<file path="config.mk">
export PLATFORM = sky130hd
export DESIGN_NAME = spi_ram_loader_flat
export DESIGN_NICKNAME = d
export VERILOG_FILES = /design/src/rtl/spi_ram_loader_if.sv /design/src/rtl/spi_ram_loader.sv /design/src/flat_wrapper.sv
export SDC_FILE = /design/constraint.sdc
export NUM_CORES = 1
export LEC_CHECK = 0
export BUFFER_PORTS_ARGS = -buffer_cell sky130_fd_sc_hd__buf_2
export CAP_MARGIN = 20
export CORE_MARGIN = 1.5
export CORE_UTILIZATION = 55
export CTS_CLUSTER_DIAMETER = 30
export DETAILED_ROUTE_END_ITERATION = 10
export GPL_TIMING_DRIVEN = 0
export HOLD_SLACK_MARGIN = 0.03
export PLACE_DENSITY = 0.86
export SYNTH_ARGS = -nofsm -noshare
export SYNTH_HDL_FRONTEND = slang
export SYNTH_SLANG_ARGS = --single-unit
</file>
<file path="constraint.sdc">
create_clock -name clk -period 2.4 [get_ports clk]
set_clock_uncertainty 0.05 [all_clocks]
set_input_delay 0.12 -clock clk [delete_from_list [all_inputs] [get_ports clk]]
set_output_delay 0.12 -clock clk [all_outputs]
set_load 0.01 [all_outputs]
</file>
<file path="src/rtl/spi_ram_loader_if.sv">
// RAM-side bus of the SPI loader: single-cycle enable strobe, write enable,
// address, write data, and combinational read data from the RAM.
interface spi_ram_loader_if #(
  parameter int ADDR_WIDTH = 8,
  parameter int DATA_WIDTH = 32
) ();

  logic                  mem_en;
  logic                  mem_we;
  logic [ADDR_WIDTH-1:0] mem_addr;
  logic [DATA_WIDTH-1:0] mem_wdata;
  logic [DATA_WIDTH-1:0] mem_rdata;

  // Loader side: drives the strobes and address, consumes read data.
  modport master (
    output mem_en,
    output mem_we,
    output mem_addr,
    output mem_wdata,
    input  mem_rdata
  );

  // RAM side: accepts the strobes and returns read data.
  modport slave (
    input  mem_en,
    input  mem_we,
    input  mem_addr,
    input  mem_wdata,
    output mem_rdata
  );

endinterface

</file>
<file path="src/rtl/spi_ram_loader.sv">
// SPI mode-0 slave (MSB first) that loads or reads back words of the
// processor's single-port RAM. Frame: 8-bit command (0x01 write, 0x02 read),
// ADDR_WIDTH-bit start address, then one or more DATA_WIDTH-bit words with
// auto-incrementing address. SPI pins are oversampled in the clk domain.
module spi_ram_loader #(
  parameter int ADDR_WIDTH = 8,
  parameter int DATA_WIDTH = 32
) (
  input  logic              clk,
  input  logic              rst,
  input  logic              sclk,
  input  logic              cs_n,
  input  logic              mosi,
  output logic              miso,
  spi_ram_loader_if.master  ram,
  output logic              busy,
  output logic              done
);

  // The receive shifter and bit counter serve all three fields, so they are
  // sized for the longest of command, address and data.
  localparam int MAX_AD = (ADDR_WIDTH > DATA_WIDTH) ? ADDR_WIDTH : DATA_WIDTH;
  localparam int RX_W   = (MAX_AD > 8) ? MAX_AD : 8;
  localparam int CNT_W  = $clog2(RX_W) + 1;

  localparam logic [7:0] CMD_WRITE = 8'h01;
  localparam logic [7:0] CMD_READ  = 8'h02;

  typedef enum logic [2:0] {
    IDLE   = 3'd0,
    CMD    = 3'd1,
    ADDR   = 3'd2,
    DATA   = 3'd3,
    IGNORE = 3'd4
  } state_t;

  state_t state_reg;
  state_t state_next;

  // Synchronizers, packed as {sclk, cs_n, mosi}.
  logic [2:0] pin_s1_reg;
  logic [2:0] pin_s2_reg;
  logic       sclk_prev_reg;
  logic       cs_n_prev_reg;

  logic sclk_s;
  logic cs_n_s;
  logic mosi_s;
  logic rise;
  logic fall;
  logic cs_fall;
  logic cs_rise;

  logic [CNT_W-1:0]      bit_cnt_reg;
  logic [RX_W-1:0]       rx_reg;
  logic [RX_W-1:0]       rx_next;
  logic [DATA_WIDTH-1:0] tx_reg;
  logic [ADDR_WIDTH-1:0] addr_reg;
  logic                  is_read_reg;
  logic                  word_seen_reg;
  logic                  wr_pend_reg;
  logic                  rd_pend_reg;
  logic                  inc_pend_reg;
  logic                  done_reg;

  logic last_cmd;
  logic last_addr;
  logic last_data;
  logic cmd_ok;
  logic word_done;

  logic mem_en_c;
  logic mem_we_c;
  logic miso_c;
  logic busy_c;
  logic done_c;

  // Two-flop synchronizers plus one history flop for edge detection. The
  // cs_n history clears to 0 so that a host still holding cs_n low across a
  // reset never produces a falling edge: the loader then waits in IDLE for a
  // fresh frame instead of joining one halfway.
  always_ff @(posedge clk) begin
    if (rst) begin
      pin_s1_reg    <= 3'b000;
      pin_s2_reg    <= 3'b000;
      sclk_prev_reg <= 1'b0;
      cs_n_prev_reg <= 1'b0;
    end else begin
      pin_s1_reg    <= {sclk, cs_n, mosi};
      pin_s2_reg    <= pin_s1_reg;
      sclk_prev_reg <= pin_s2_reg[2];
      cs_n_prev_reg <= pin_s2_reg[1];
    end
  end

  assign sclk_s  = pin_s2_reg[2];
  assign cs_n_s  = pin_s2_reg[1];
  assign mosi_s  = pin_s2_reg[0];
  assign rise    = sclk_s & ~sclk_prev_reg;
  assign fall    = ~sclk_s & sclk_prev_reg;
  assign cs_fall = ~cs_n_s & cs_n_prev_reg;
  assign cs_rise = cs_n_s & ~cs_n_prev_reg;

  assign rx_next   = {rx_reg[RX_W-2:0], mosi_s};
  assign last_cmd  = (bit_cnt_reg == CNT_W'(7));
  assign last_addr = (bit_cnt_reg == CNT_W'(ADDR_WIDTH - 1));
  assign last_data = (bit_cnt_reg == CNT_W'(DATA_WIDTH - 1));
  assign cmd_ok    = (rx_next[7:0] == CMD_WRITE) || (rx_next[7:0] == CMD_READ);
  assign word_done = (state_reg == DATA) && rise && last_data;

  // State register.
  always_ff @(posedge clk) begin
    if (rst) begin
      state_reg <= IDLE;
    end else begin
      state_reg <= state_next;
    end
  end

  // Next-state logic; deselect returns to IDLE from any state.
  always_comb begin
    state_next = state_reg;
    case (state_reg)
      IDLE:    if (cs_fall) state_next = CMD;
      CMD:     if (rise && last_cmd) state_next = cmd_ok ? ADDR : IGNORE;
      ADDR:    if (rise && last_addr) state_next = DATA;
      default: state_next = state_reg;
    endcase
    if (cs_rise) begin
      state_next = IDLE;
    end
  end

  // Frame datapath: bit counting, field capture, strobe scheduling, TX shift.
  // Strobes are one-cycle pending flags raised by the completing rise and
  // turned into mem_en on the following cycle. A completed write word keeps
  // its strobe even if deselect lands in the same cycle; pending reads are
  // dropped on deselect since nobody will clock the data out.
  always_ff @(posedge clk) begin
    if (rst) begin
      bit_cnt_reg   <= '0;
      rx_reg        <= '0;
      tx_reg        <= '0;
      addr_reg      <= '0;
      is_read_reg   <= 1'b0;
      word_seen_reg <= 1'b0;
      wr_pend_reg   <= 1'b0;
      rd_pend_reg   <= 1'b0;
      inc_pend_reg  <= 1'b0;
      done_reg      <= 1'b0;
    end else begin
      wr_pend_reg  <= 1'b0;
      rd_pend_reg  <= 1'b0;
      inc_pend_reg <= 1'b0;
      done_reg     <= 1'b0;

      case (state_reg)
        IDLE: begin
          if (cs_fall) begin
            bit_cnt_reg   <= '0;
            rx_reg        <= '0;
            tx_reg        <= '0;
            is_read_reg   <= 1'b0;
            word_seen_reg <= 1'b0;
          end
        end
        CMD: begin
          if (rise) begin
            rx_reg <= rx_next;
            if (last_cmd) begin
              bit_cnt_reg <= '0;
              is_read_reg <= (rx_next[7:0] == CMD_READ);
            end else begin
              bit_cnt_reg <= bit_cnt_reg + CNT_W'(1);
            end
          end
        end
        ADDR: begin
          if (rise) begin
            rx_reg <= rx_next;
            if (last_addr) begin
              bit_cnt_reg <= '0;
              addr_reg    <= rx_next[ADDR_WIDTH-1:0];
              rd_pend_reg <= is_read_reg;
            end else begin
              bit_cnt_reg <= bit_cnt_reg + CNT_W'(1);
            end
          end
        end
        DATA: begin
          if (rise) begin
            rx_reg <= rx_next;
            if (last_data) begin
              bit_cnt_reg   <= '0;
              word_seen_reg <= 1'b1;
              wr_pend_reg   <= ~is_read_reg;
              inc_pend_reg  <= is_read_reg;
            end else begin
              bit_cnt_reg <= bit_cnt_reg + CNT_W'(1);
            end
          end
          // The fall right after a word boundary must keep the freshly
          // loaded MSB on miso; only falls inside a word advance the shifter.
          if (fall && is_read_reg && (bit_cnt_reg != '0)) begin
            tx_reg <= {tx_reg[DATA_WIDTH-2:0], 1'b0};
          end
        end
        default: begin
        end
      endcase

      // Address advances after each write strobe, and before each follow-on read.
      if (wr_pend_reg || inc_pend_reg) begin
        addr_reg <= addr_reg + ADDR_WIDTH'(1);
      end
      if (inc_pend_reg) begin
        rd_pend_reg <= 1'b1;
      end
      if (rd_pend_reg) begin
        tx_reg <= ram.mem_rdata;
      end

      if (cs_rise && (state_reg != IDLE)) begin
        done_reg     <= (state_reg == DATA) && (word_seen_reg || word_done);
        tx_reg       <= '0;
        rd_pend_reg  <= 1'b0;
        inc_pend_reg <= 1'b0;
      end
    end
  end

  // Outputs: strobes from the pending flags; miso shows the RAM MSB during
  // the read strobe itself, then the TX shifter (zero outside read data).
  always_comb begin
    mem_en_c = wr_pend_reg | rd_pend_reg;
    mem_we_c = wr_pend_reg;
    miso_c   = rd_pend_reg ? ram.mem_rdata[DATA_WIDTH-1] : tx_reg[DATA_WIDTH-1];
    busy_c   = (state_reg != IDLE);
    done_c   = done_reg;
  end

  assign ram.mem_en    = mem_en_c;
  assign ram.mem_we    = mem_we_c;
  assign ram.mem_addr  = addr_reg;
  assign ram.mem_wdata = rx_reg[DATA_WIDTH-1:0];
  assign miso          = miso_c;
  assign busy          = busy_c;
  assign done          = done_c;

endmodule

</file>
<file path="src/flat_wrapper.sv">
// flat-port wrapper written by rule: the top's interface ports become plain ports
module spi_ram_loader_flat 
#(
  parameter int ADDR_WIDTH = 8,
  parameter int DATA_WIDTH = 32
)
  (clk, rst, sclk, cs_n, mosi, miso, busy, done, ram_mem_en, ram_mem_we, ram_mem_addr, ram_mem_wdata, ram_mem_rdata);
  spi_ram_loader_if #(.ADDR_WIDTH(ADDR_WIDTH), .DATA_WIDTH(DATA_WIDTH)) ram_i ();
  input  logic clk;
  input  logic rst;
  input  logic sclk;
  input  logic cs_n;
  input  logic mosi;
  output logic miso;
  output logic busy;
  output logic done;
  output wire logic [$bits(ram_i.mem_en)-1:0] ram_mem_en;
  output wire logic [$bits(ram_i.mem_we)-1:0] ram_mem_we;
  output wire logic [$bits(ram_i.mem_addr)-1:0] ram_mem_addr;
  output wire logic [$bits(ram_i.mem_wdata)-1:0] ram_mem_wdata;
  input wire logic [$bits(ram_i.mem_rdata)-1:0] ram_mem_rdata;
  assign ram_mem_en = ram_i.mem_en;
  assign ram_mem_we = ram_i.mem_we;
  assign ram_mem_addr = ram_i.mem_addr;
  assign ram_mem_wdata = ram_i.mem_wdata;
  assign ram_i.mem_rdata = ram_mem_rdata;
  spi_ram_loader #(.ADDR_WIDTH(ADDR_WIDTH), .DATA_WIDTH(DATA_WIDTH)) u_core (.clk(clk), .rst(rst), .sclk(sclk), .cs_n(cs_n), .mosi(mosi), .miso(miso), .ram(ram_i), .busy(busy), .done(done));
endmodule
</file>
==> reports/summary.md <==
The run finished with clean final reports. The run gives 0 as the final setup violation count. For this run, the post-layout net count is 611. STA classifies the critical path endpoint as a flip-flop. The post-route total power is 2700 uW, and the placeable core region is 7210 um2.

The startpoint identified for the worst register-to-register timing path is u_core.state_reg[0]. The count of flip-flops with a built-in enable after synthesis is 0. In the global route stage, met3 resource usage came out at 4.34%. TritonCTS built the clock tree.

The slack of the critical path was 0.135 ns. The tools report the antenna diode count as 0. In this run the most critical hold path is launched from ram_mem_rdata[0]. Area growth from synthesis to layout: 18.0%. Of all flip-flops after synthesis, the portion carrying an async set or reset was 0%.

Share of layout cells above drive strength 1: 19.6%. Launch point of the critical path: u_core.state_reg[0]. Initial core utilization: 56.7%. Setup repair after global routing left no endpoint under its margin. The run gives 7970 um2 as the die outline area. After clock tree synthesis, the clock-pin slew on the worst setup and hold paths is 0.09 ns. In this run the critical register-to-register path is captured at u_core.ram.mem_wdata[19].

The count of nets left with antenna violations once routing finished came out at 0. The type of the tightest min-delay check is primary input to flip-flop. In this run, synthesis produced a sequential element count of 95. Across the VDD grid, the largest voltage drop is 0.000462 V.

Max-cap violations in this run came to 0. Detailed routing inserted a total of 4043 vias. The most used flip-flop cell after synthesis is sky130_fd_sc_hd__dfxtp_1. Entering global routing, the biggest net connects 17 pins. Summing the sequential cell areas from Yosys gives 46.5% of the chip area.

For the pin with the worst max-slew slack, the measured transition is 0.744 ns. For this design the ratio of total power to cell area is 560 nW/um2. Summed over all failing endpoints, the final setup total negative slack is 0 ns. Initial antenna violation count: 0. From bottom edge to top edge, the die measures 89.3 um. Highest net fanout along the worst path: 10. The global-route track usage on met1 was 33.7%; the number of top-level pins was 82. Critical path arrival: 2.51 ns. Max-slew violation total from the final report: 0. Summed over all layers, the global routing overflow is 0.

Counting instances, the worst hold path has a depth of 3. For the detailed-route wire length, the log shows 10100 um. CTS placed an instance of sky130_fd_sc_hd__clkbuf_8 at the clock tree root.

After detailed routing, the average wire length per cell comes to 15.0 um. STA classifies the critical path startpoint as a flip-flop. The clock reaches the later pin of the worst-skew pair after 0.37 ns. Across every metal layer, demand over resource in global routing totals 25.7%.

The post-synthesis net count is 516, and the x dimension of the die is 89.3 um. Subtracting the final worst setup slack from the clock period gives 2.26 ns. The global-route met2 utilization came out at 42.5%. For hold timing, the worst endpoint is u_core.tx_reg[0].

The number of distinct library cells after synthesis was 50; the number of port buffers was 81. The violation count after the first detailed-routing iteration came out at 283. The first detailed-routing pass ran for 5 iterations. The highest clock frequency the design can meet was 442 MHz. The logs give 16200 um for the wire length of the first global-routing pass and 2 for the largest buffer count on any clock path. The peak-usage layer in the global routing report is met2. The run gives 0.00176 uW as the static leakage. The worst path uses 94.4% of the clock period. The HPWL after detailed placement is 6950 um. The critical path is of the flip-flop to flip-flop type. Once layout is complete, the utilization of the core stands at 66.9%. The setup slack after placement is 0.0629 ns, and the clock sink count is 95.

For this run, design rule violations remaining after detail routing come to 0. The internal reg-to-reg setup slack was 0.14 ns. The average cell area after synthesis came out at 8.60 um2. The detailed-route vias per instance was 5.99. In this run the tightest slew margin relative to its limit is 49.7%. The total number of yosys warnings came out at 0. The cell row count came out at 31.

STA puts the critical path data required time at 2.65 ns. The number of clock buffers added by TritonCTS is 9. For the number of endpoints with negative hold slack in the final report, the log shows 0. Synthesis produced a netlist whose cell count is 476. The tools report the depth of the CTS H-tree as 3. After synthesis the cells add up to 4090 um2. At the end of routability-driven placement, the weighted congestion stood at 0.813. The logic depth of the worst register-to-register path came out at 6. The number of global-route vias before repair is 3612.
repair_timing:
item | 4_1_cts | 5_1_grt
resized for setup | 0 | 1
endpoints found under the hold margin | 3 | 0
endpoints found under the setup margin | 0 | 30
setup buffers | 0 | 0
hold buffers | 3 | 0
cell usage in the layout, fill, tap and decap left out, types with 9 or more instances in the layout:
cell                        n
sky130_fd_sc_hd__nor3_1    39
sky130_fd_sc_hd__dfxtp_1   95
sky130_fd_sc_hd__nor2_1    14
sky130_fd_sc_hd__nand2_1   13
sky130_fd_sc_hd__nor2b_1   10
sky130_fd_sc_hd__a211oi_1  35
sky130_fd_sc_hd__clkbuf_8   9
sky130_fd_sc_hd__buf_2     83
sky130_fd_sc_hd__a21oi_1   48
sky130_fd_sc_hd__nand3_1   42
sky130_fd_sc_hd__o21ai_0   36
sky130_fd_sc_hd__a22oi_1   31
sky130_fd_sc_hd__clkbuf_1  37
per-stage QoR:
stage / cells / hold slack, ns / instance area (um2)
6_report: 675 / 0.0554 / 4830
5_1_grt: 675 / 0.0570 / 4830
3_3_place_gp: 656 / 0.287 / 4620
3_5_place_dp: 656 / 0.286 / 4620
4_1_cts: 675 / 0.0473 / 4820
2_1_floorplan: 476 / 0.198 / 4090
power breakdown:
part	switching [uW]	internal [uW]	total, uW	leakage (uW)
Combinational	81.1	57.3	138	0.000905
Sequential	12.8	1600	1610	0.000768
Clock	575	378	954	0.0000858
Total	669	2030	2700	0.00176
cell type report:
type | count | area [um2]
Multi-Input combinational cell | 329 | 1980
Inverter | 9 | 33.8
Clock inverter | 7 | 47.5
Timing Repair Buffer | 84 | 435
Sequential cell | 95 | 1900
Clock buffer | 9 | 124
Fill cell | 593 | 2380
Buffer | 43 | 179
Tap cell | 99 | 124
worst max-delay path by stage:
stage | endpoint | slack [ns] | depth (start not counted)
3_3_place_gp | u_core.tx_reg[3] | 0.13 | 7
6_report | u_core.ram.mem_wdata[19] | 0.14 | 6
5_1_grt | u_core.ram.mem_wdata[23] | 0.007 | 6
4_1_cts | u_core.tx_reg[30] | 0.03 | 7
2_1_floorplan | u_core.bit_cnt_reg[4] | 0.45 | 6
3_5_place_dp | u_core.tx_reg[30] | 0.06 | 7
critical path: stages, from the launching register on:
cell,delay (ns)
sky130_fd_sc_hd__dfxtp_1,0.33
sky130_fd_sc_hd__buf_2,0.19
sky130_fd_sc_hd__or4b_4,0.57
sky130_fd_sc_hd__o21ai_1,0.36
sky130_fd_sc_hd__clkbuf_1,0.41
sky130_fd_sc_hd__nand3_1,0.14
sky130_fd_sc_hd__a21oi_1,0.16
layer usage:
layer	up-vias	wire length (um)
met2	145	4860
met3	11	622
met4	0	121
met5	-	0
li1	1967	-
met1	1920	4530
cell families after synthesis:
| family | Yosys count | share of synthesized area [%] |
|---|---|---|
| buffers and inverters | 52 | 5.20 |
| XOR/XNOR | 2 | 0.428 |
| AND/OR/NAND/NOR | 151 | 20.0 |
| adder cells (fa/ha/maj) | 3 | 0.917 |
| flip-flops | 95 | 46.5 |
| multiplexers | 2 | 0.520 |
| AO/OA/AOI/OAI | 171 | 26.4 |
synth_stat cells, types with 6 or more instances:
library cell	count	area [um2]
sky130_fd_sc_hd__nand2_1	13	48.8
sky130_fd_sc_hd__a211oi_1	36	270
sky130_fd_sc_hd__a22oi_1	31	233
sky130_fd_sc_hd__nor2_1	14	52.6
sky130_fd_sc_hd__nand3_1	42	210
sky130_fd_sc_hd__clkbuf_1	37	139
sky130_fd_sc_hd__dfxtp_1	95	1900
sky130_fd_sc_hd__a21oi_1	48	240
sky130_fd_sc_hd__o21ai_0	36	180
sky130_fd_sc_hd__nor3_1	39	195
sky130_fd_sc_hd__nor2b_1	10	62.6
sky130_fd_sc_hd__inv_1	8	30.0
sky130_fd_sc_hd__nand4_1	6	37.5
Power figures use the tool's default switching activity.
